## src/rtl/mfp_input_cond.sv

```systemverilog
// N-channel input conditioner: synchronizer, polarity fix, debounce, edge pulses,
// auto-repeat and sticky W1C event flags with a registered interrupt.

module mfp_input_cond_ch #(
    parameter int DB_CYCLES    = 250000,
    parameter int REPEAT_DELAY = 25000000,
    parameter int REPEAT_RATE  = 5000000
) (
    input  logic clk,
    input  logic rst_n,
    input  logic i_a,
    input  logic i_rep_en,
    output logic o_level,
    output logic o_rise,
    output logic o_fall,
    output logic o_rpt
);
    localparam int CW = $clog2(DB_CYCLES);
    localparam int HW = $clog2(REPEAT_DELAY + 1);
    localparam logic [CW-1:0] DB_LAST  = CW'(DB_CYCLES - 1);
    localparam logic [HW-1:0] HC_DELAY = HW'(REPEAT_DELAY);
    localparam logic [HW-1:0] HC_RATE  = HW'(REPEAT_RATE);
    localparam logic [HW-1:0] HC_ONE   = HW'(1);

    logic [CW-1:0] r_cnt;
    logic [HW-1:0] r_hc;
    logic          r_phase;
    logic          w_accept;
    logic          w_lvl_nxt;
    logic          w_rep_on;
    logic          w_rep_hit;

    assign w_accept  = (i_a != o_level) && (r_cnt == DB_LAST);
    assign w_lvl_nxt = w_accept ? i_a : o_level;
    // Repeat logic follows the level being registered this edge, so an
    // accepted fall suppresses any repeat terminal on the same edge.
    assign w_rep_on  = w_lvl_nxt & i_rep_en;
    assign w_rep_hit = w_rep_on && !w_accept &&
                       (r_hc == (r_phase ? HC_RATE : HC_DELAY));

    always_ff @(posedge clk or negedge rst_n) begin
        if (!rst_n) begin
            r_cnt   <= '0;
            o_level <= 1'b0;
            o_rise  <= 1'b0;
            o_fall  <= 1'b0;
        end else begin
            if ((i_a == o_level) || w_accept) r_cnt <= '0;
            else                              r_cnt <= r_cnt + 1'b1;
            o_level <= w_lvl_nxt;
            o_rise  <= w_accept & i_a;
            o_fall  <= w_accept & ~i_a;
        end
    end

    always_ff @(posedge clk or negedge rst_n) begin
        if (!rst_n) begin
            r_hc    <= '0;
            r_phase <= 1'b0;
            o_rpt   <= 1'b0;
        end else begin
            o_rpt <= w_rep_hit;
            if (!w_rep_on) begin
                r_hc    <= '0;
                r_phase <= 1'b0;
            end else if (w_accept) begin
                r_hc    <= HC_ONE;
                r_phase <= 1'b0;
            end else if (w_rep_hit) begin
                r_hc    <= HC_ONE;
                r_phase <= 1'b1;
            end else begin
                r_hc    <= r_hc + 1'b1;
            end
        end
    end
endmodule

module mfp_input_cond #(
    parameter int              N_CH         = 16,
    parameter int              DB_CYCLES    = 250000,
    parameter int              REPEAT_DELAY = 25000000,
    parameter int              REPEAT_RATE  = 5000000,
    parameter logic [N_CH-1:0] INV_MASK     = '0
) (
    input  logic            SI_ClkIn,
    input  logic            SI_Reset_N,
    input  logic [N_CH-1:0] raw_in,
    input  logic [N_CH-1:0] rep_en,
    input  logic [N_CH-1:0] irq_en,
    input  logic [N_CH-1:0] evt_clr,
    output logic [N_CH-1:0] level,
    output logic [N_CH-1:0] rise,
    output logic [N_CH-1:0] fall,
    output logic [N_CH-1:0] rpt,
    output logic [N_CH-1:0] evt,
    output logic            irq
);
    logic [N_CH-1:0] r_s1;
    logic [N_CH-1:0] r_s2;
    logic [N_CH-1:0] w_a;
    logic [N_CH-1:0] w_evt_nxt;

    // Synchronizer resets to the inactive pin level so nothing fires at release.
    always_ff @(posedge SI_ClkIn or negedge SI_Reset_N) begin
        if (!SI_Reset_N) begin
            r_s1 <= INV_MASK;
            r_s2 <= INV_MASK;
        end else begin
            r_s1 <= raw_in;
            r_s2 <= r_s1;
        end
    end

    assign w_a = r_s2 ^ INV_MASK;

    for (genvar g = 0; g < N_CH; g++) begin : g_ch
        mfp_input_cond_ch #(
            .DB_CYCLES   (DB_CYCLES),
            .REPEAT_DELAY(REPEAT_DELAY),
            .REPEAT_RATE (REPEAT_RATE)
        ) u_ch (
            .clk     (SI_ClkIn),
            .rst_n   (SI_Reset_N),
            .i_a     (w_a[g]),
            .i_rep_en(rep_en[g]),
            .o_level (level[g]),
            .o_rise  (rise[g]),
            .o_fall  (fall[g]),
            .o_rpt   (rpt[g])
        );
    end

    // Set beats clear when both land in the same cycle.
    assign w_evt_nxt = (evt & ~evt_clr) | rise | rpt;

    always_ff @(posedge SI_ClkIn or negedge SI_Reset_N) begin
        if (!SI_Reset_N) begin
            evt <= '0;
            irq <= 1'b0;
        end else begin
            evt <= w_evt_nxt;
            irq <= |(w_evt_nxt & irq_en);
        end
    end
endmodule

```

## config.mk

```make
export PLATFORM = sky130hd
export DESIGN_NAME = mfp_input_cond
export DESIGN_NICKNAME = d
export VERILOG_FILES = /design/src/rtl/mfp_input_cond.sv
export SDC_FILE = /design/constraint.sdc
export NUM_CORES = 2
export LEC_CHECK = 0
export CAP_MARGIN = 10
export CORE_MARGIN = 2
export CORE_UTILIZATION = 42
export CTS_CLUSTER_SIZE = 30
export DETAILED_ROUTE_END_ITERATION = 12
export GPL_TIMING_DRIVEN = 0
export SLEW_MARGIN = 20
export SYNTH_ARGS = -nofsm -noshare
export SYNTH_HDL_FRONTEND = slang
export SYNTH_SLANG_ARGS = --single-unit
```

## constraint.sdc

```tcl
create_clock -name SI_ClkIn -period 4.3 [get_ports SI_ClkIn]
set_input_delay 0.86 -clock SI_ClkIn [delete_from_list [all_inputs] [get_ports SI_ClkIn]]
set_output_delay 0.86 -clock SI_ClkIn [all_outputs]
set_load 0.05 [all_outputs]
```

After elaboration in Yosys (flattened, before gate mapping):

Cells that the tools add are included.

* register bits after elaboration: 817
* bits of input ports: 66
* output and inout bits: 81
* logic and storage cells: 522

* $add $sub $neg: 32
* equal/unequal tests: 80
* mux-type cells: 144
* bitwise gates (word level): 69
* reduce and logical (&&, ||, !) cells: 81

Operator list (number)
* 2-to-1 mux 25 bit: 64
* adder 25 x 1 -> 25 bit, second input constant: 16
* equality test 25 bit: 16
* adder 18 x 1 -> 18 bit, second input constant: 16
* equality test 18 bit, second input constant: 16
* 2-to-1 mux 18 bit: 16
* 2-to-1 mux 1 bit: 64
* AND 1 bit: 48
* logical AND 1 bit: 48
* != test 3 x 2 -> 1 bit, second input constant: 16
* AND 16 bit: 2
* bitwise OR 16 bit: 2
* equality test 1 bit: 16
* logical NOT 1 bit: 16
* logical OR 1 bit: 16
* != test 1 bit: 16
* inverter 1 bit: 16
* inverter 16 bit: 1
* OR reduction 16 bit: 1

Logic depth before layout (Yosys ltp):

* depth after elaboration: 9
* mapped depth: 9
* mapped depth without buffers: 7

Modules after synthesis:

Synthesis repeated with hierarchy kept, for this count alone.

* cell total of the unflattened synthesis: 4026
* area total of the unflattened synthesis: 42006.5 um^2

By module, submodules not included
* mfp_input_cond_ch at g_ch[0].u_ch ...: times used 15, cells an instance 244, area each 2527.4 um^2, sequential area each 1201.2 um^2
* mfp_input_cond_ch at g_ch[15].u_ch: times used 1, cells an instance 252, area each 2511.2 um^2, sequential area each 1201.2 um^2
* mfp_input_cond: times used 1, cells an instance 114, area each 1584.0 um^2, sequential area each 1226.2 um^2

Least setup slack after synthesis:

No wires, ideal clock.

* kind: register to register
* start: reg g_ch[1].u_ch.r_hc[0]
* end: reg g_ch[1].u_ch.r_hc[15]
* library setup time: 121 ps
* arrival time: 2066 ps
* data required time: 4179 ps
* path slack: 2113 ps
* stages on the path, launching flop included: 9
* path buffers: 1
* period minus slack after synthesis: 2187 ps
* cell sequence: dfrtp_1 -> inv_1 -> ha_1 -> or4b_2 -> nor4_1 -> o2111ai_1 -> o2111ai_2 -> buf_2 -> nor2_1

* longest elaborated chain between the ends: 5
* elaborated cells between the ends (all ways): 6
* classes of those cells: add/sub (1); eq/ne (1); mux (3); reduce/logical (1)

Ends and longest elaborated chain
* start, declared: line 26 `logic [HW-1:0] r_hc;`
* start signal, assigned: line 73 `r_hc <= r_hc + 1'b1;`
* branches (longest 2 deep; another with adder 25 x 1 -> 25 bit)
* 2-to-1 mux 25 bit (*): line 69 `end else if (w_rep_hit) begin`
* 2-to-1 mux 25 bit (*): line 66 `end else if (w_accept) begin`
* 2-to-1 mux 25 bit (*): line 63 `if (!w_rep_on) begin`

Every way passes the cells marked *.
A chain may end at the register's enable or synchronous reset.

Final worst setup path:

* start: reg g_ch[6].u_ch.o_level
* end: out level[6]

RTL lines
* start, declared: line 13 `output logic o_level,`
* start signal, assigned: line 50 `o_level <= w_lvl_nxt;`
* end, declared: line 92 `output logic [N_CH-1:0] level,`

No word-level cell between the ends.

==> impl_metrics.yaml <==
sta:
  min_period_over_period_pct: 69.7
  drv_slew: 0
  max_freq_ghz: 0.334
  rsz0062_at_grt: "false"
  fin_setup_tns_ns: 0
  setup_viol: 0
  slew_headroom_pct: 24.9
  clock_skew_ns: 0.0280
  worstMarginPinSlew_ns: 1.12
  hold_viol: 0
  period_needed_ns: 3.00
synth:
  synth.avg_cell_area_um2: 9.93
  yosys_warnings: 0
  yosysUniqueCellTypes: 73
  synthArstFlopShare_pct: 100
  synthTopCellsByCount: "nor2_1 (827), dfrtp_1 (817), xor2_1 (414)"
  yosysTopAreaCell: "dfrtp_1"
  syn-num-nets: 4071
  syn_inst: 3957
  synth-edff-count: 0
  synth_area_um2: 39300
  yosysMostFrequentCell: "nor2_1"
  synth-seq-area-share_pct: 52.0
  synth_flop_cell: "dfrtp_1"
  ys_ff_latch: 817
  yosys.area.top_type_share_pct: 52.0
  ys_top_cells_by_area: "dfrtp_1 (52%), xor2_1 (9.2%), nor2_1 (7.9%), xnor2_1 (5.0%), nand3_1 (3.5%)"
cells_and_area:
  top_register: "g_ch.u_ch.r_hc"
  fill_cells: 8675
  biggestRegsByFlops: "g_ch.u_ch.r_hc: 400 flops, g_ch.u_ch.r_cnt: 288 flops"
  num_antenna_cells: 0
  layout.nets: 4321
  largest_register_ffs: 400
  seqCellArea_um2: 20400
  area_growth_pct: 16.1
  multiInputGateArea_um2: 17600
  layout-drive-gt1-share_pct: 6.95
  instances_no_fill: 5528
critical_path:
  rr_worst_depth: 8
  critPathTopFamily: "buffers and inverters"
  rr_startpoint: "g_ch[1].u_ch.r_hc[0]"
  cpMaxStageDelayCell: "clkdlybuf4s50_1"
  worstSetupStartpoint: "g_ch[6].u_ch.o_level"
  crit_chain: "buf_4 -> clkdlybuf4s50_1"
  end_kind: "primary output"
  cp_data_required_time_ns: 3.44
  path_depth: 2
  crit_buf_inv: 2
  max_stage_delay_ns: 0.84
  cp_data_arrival_time_ns: 2.14
  cp-endpoint: "level[6]"
  r2r_end: "g_ch[1].u_ch.r_hc[9]"
  cp-start-kind: "flip-flop"
  r2r_setup_slack_ns: 1.74
  crit_path_max_fanout: 8
  crit_type: "flip-flop to primary output"
placed_design:
  dp_hpwl_um: 52100
  port_buffers: 146
  dp_cells: 5364
  gp_congestion: 0.791
power:
  p_clk_share_pct: 49.4
  sequentialPowerShare_pct: 48.4
  power_frac_comb_pct: 2.2
  switchingPower_w: 0.00347
  total_power_w: 0.0161
  p_sw_share_pct: 21.6
  p_leak_nw: 18.6
  power_density_nw_per_um2: 353
  ir_drop_mv: 0.294
  power.internal_w: 0.0126
route:
  viasPerCell: 5.05
  finalWirelength_um: 77900
  initialDrtViolationCount: 1679
  vias: 27900
  ant_nets: 0
  drt-pass1-iter-count: 5
  wire_per_inst_um: 14.1
  drc: 0
clocking:
  cts.clk_slew.worst_paths_ns: 0.06
  cts-buffers-inserted: 95
  cts-root-buf: "clkbuf_16"
  cts.sinks: 817
  cts_resized: 0
  cts-htree-levels: 3
  cts_setup_buffers: 0
  cts_tree: "yes"
  clockBufferDepth: 3
  clock_latency_ns: 0.66
  ctsHoldBuffers: 0
min_path:
  hold_class: "input pin to asynchronous set/reset pin"
floorplanning:
  die_h_um: 310
  initial_utilization_pct: 42.2
  core_um2: 93000
  dieWidth_um: 310
  rows: 112
  design.portCount: 147
  die-area_um2: 96000
global_routing:
  grt_pass1_vias: 27500
  grt_antenna_before_repair: 4
  grt-ovfl-total: 0
  grt_usage_pct: 16.7
  grt_pass1_wl_um: 136000
  grt_start_max_net_pins: 142
outcome:
  status: "finished, final reports clean"
flow_run:
  max_cap_viol_count: 0
-- worst reg2reg max path, stage by stage, from the launching register on --
cell and delay, ns:
dfrtp_1 0.44, inv_1 0.09, ha_1 0.13, or4b_2 0.59, nor4_1 0.28, o2111ai_1 0.30, o2111ai_2 0.25, buf_2 0.29
nor2_1 0.07
-- cells by family after synthesis --
group	count (synthesis)	synth area share, %
compound gates	111	2.26
xor+xnor	638	14.2
fa+ha+maj	48	1.53
buf+inv	255	3.23
flops	817	52.0
mux	15	0.430
simple gates	2073	26.3
-- worst min path at each step --
stage / startpoint / endpoint / cells after the start
after floorplan: r_s1[0] / r_s2[0] / 0
after global placement: r_s1[0] / r_s2[0] / 0
after detailed placement: r_s1[4] / r_s2[4] / 0
after CTS: SI_Reset_N / g_ch[8].u_ch.r_hc[18] / 1
after global routing: SI_Reset_N / g_ch[8].u_ch.r_hc[19] / 1
final: SI_Reset_N / g_ch[8].u_ch.r_hc[19] / 1
-- routing by layer --
layer | vias up | GRT usage (%) | part of all wire (%)
met5 | - | 0 | 0.0090
met4 | 2 | 5.20 | 2.1
met3 | 110 | 2.68 | 3.4
met2 | 283 | 26.1 | 45
met1 | 13600 | 23.8 | 50
li1 | 14000 | - | -
-- power by group through the flow --
stage	Clock [W]	Combinational (W)	Sequential (W)
3_3_place_gp	0	0.000342	0.00796
3_5_place_dp	0	0.000366	0.00793
4_1_cts	0.00824	0.000368	0.00779
5_1_grt	0.00858	0.000407	0.00779
6_report	0.00794	0.000347	0.00779
2_1_floorplan	0	0.0000940	0.00792
-- layout by cell type (no fill, tap or decap), types with 58 or more instances in the layout --
cell,instances
nand3_1,275
and3_1,106
inv_1,109
nor2_1,827
dfrtp_1,817
buf_4,72
and4_1,75
nand4_1,169
clkbuf_1,73
nor3_1,89
xor2_1,414
nand2_1,263
clkdlybuf4s50_1,145
xnor2_1,224
clkbuf_16,97
nor4_1,58
-- cell type report --
class	count	area share, %
sequential	817	44.8
multi-input combinational	2885	38.6
clock buffer	137	6.00
timing repair buffer	153	3.62
tap	1254	3.44
buffer	146	1.88
inverter	109	0.897
clock inverter	27	0.713
-- stage by stage --
step | hold slack [ns] | area, um2 | setup slack (ns) | util [%]
3_3_place_gp | 0.333 | 42300 | -35.72 | 45.5
2_1_floorplan | 0.331 | 39300 | 2.11 | -
4_1_cts | 0.151 | 45600 | 1.24 | 49.0
3_5_place_dp | 0.337 | 42500 | 1.55 | 45.7
6_report | 0.137 | 45600 | 1.30 | 49.0
5_1_grt | 0.161 | 45600 | 1.21 | 49.0
(Power assumes the default switching activity.)
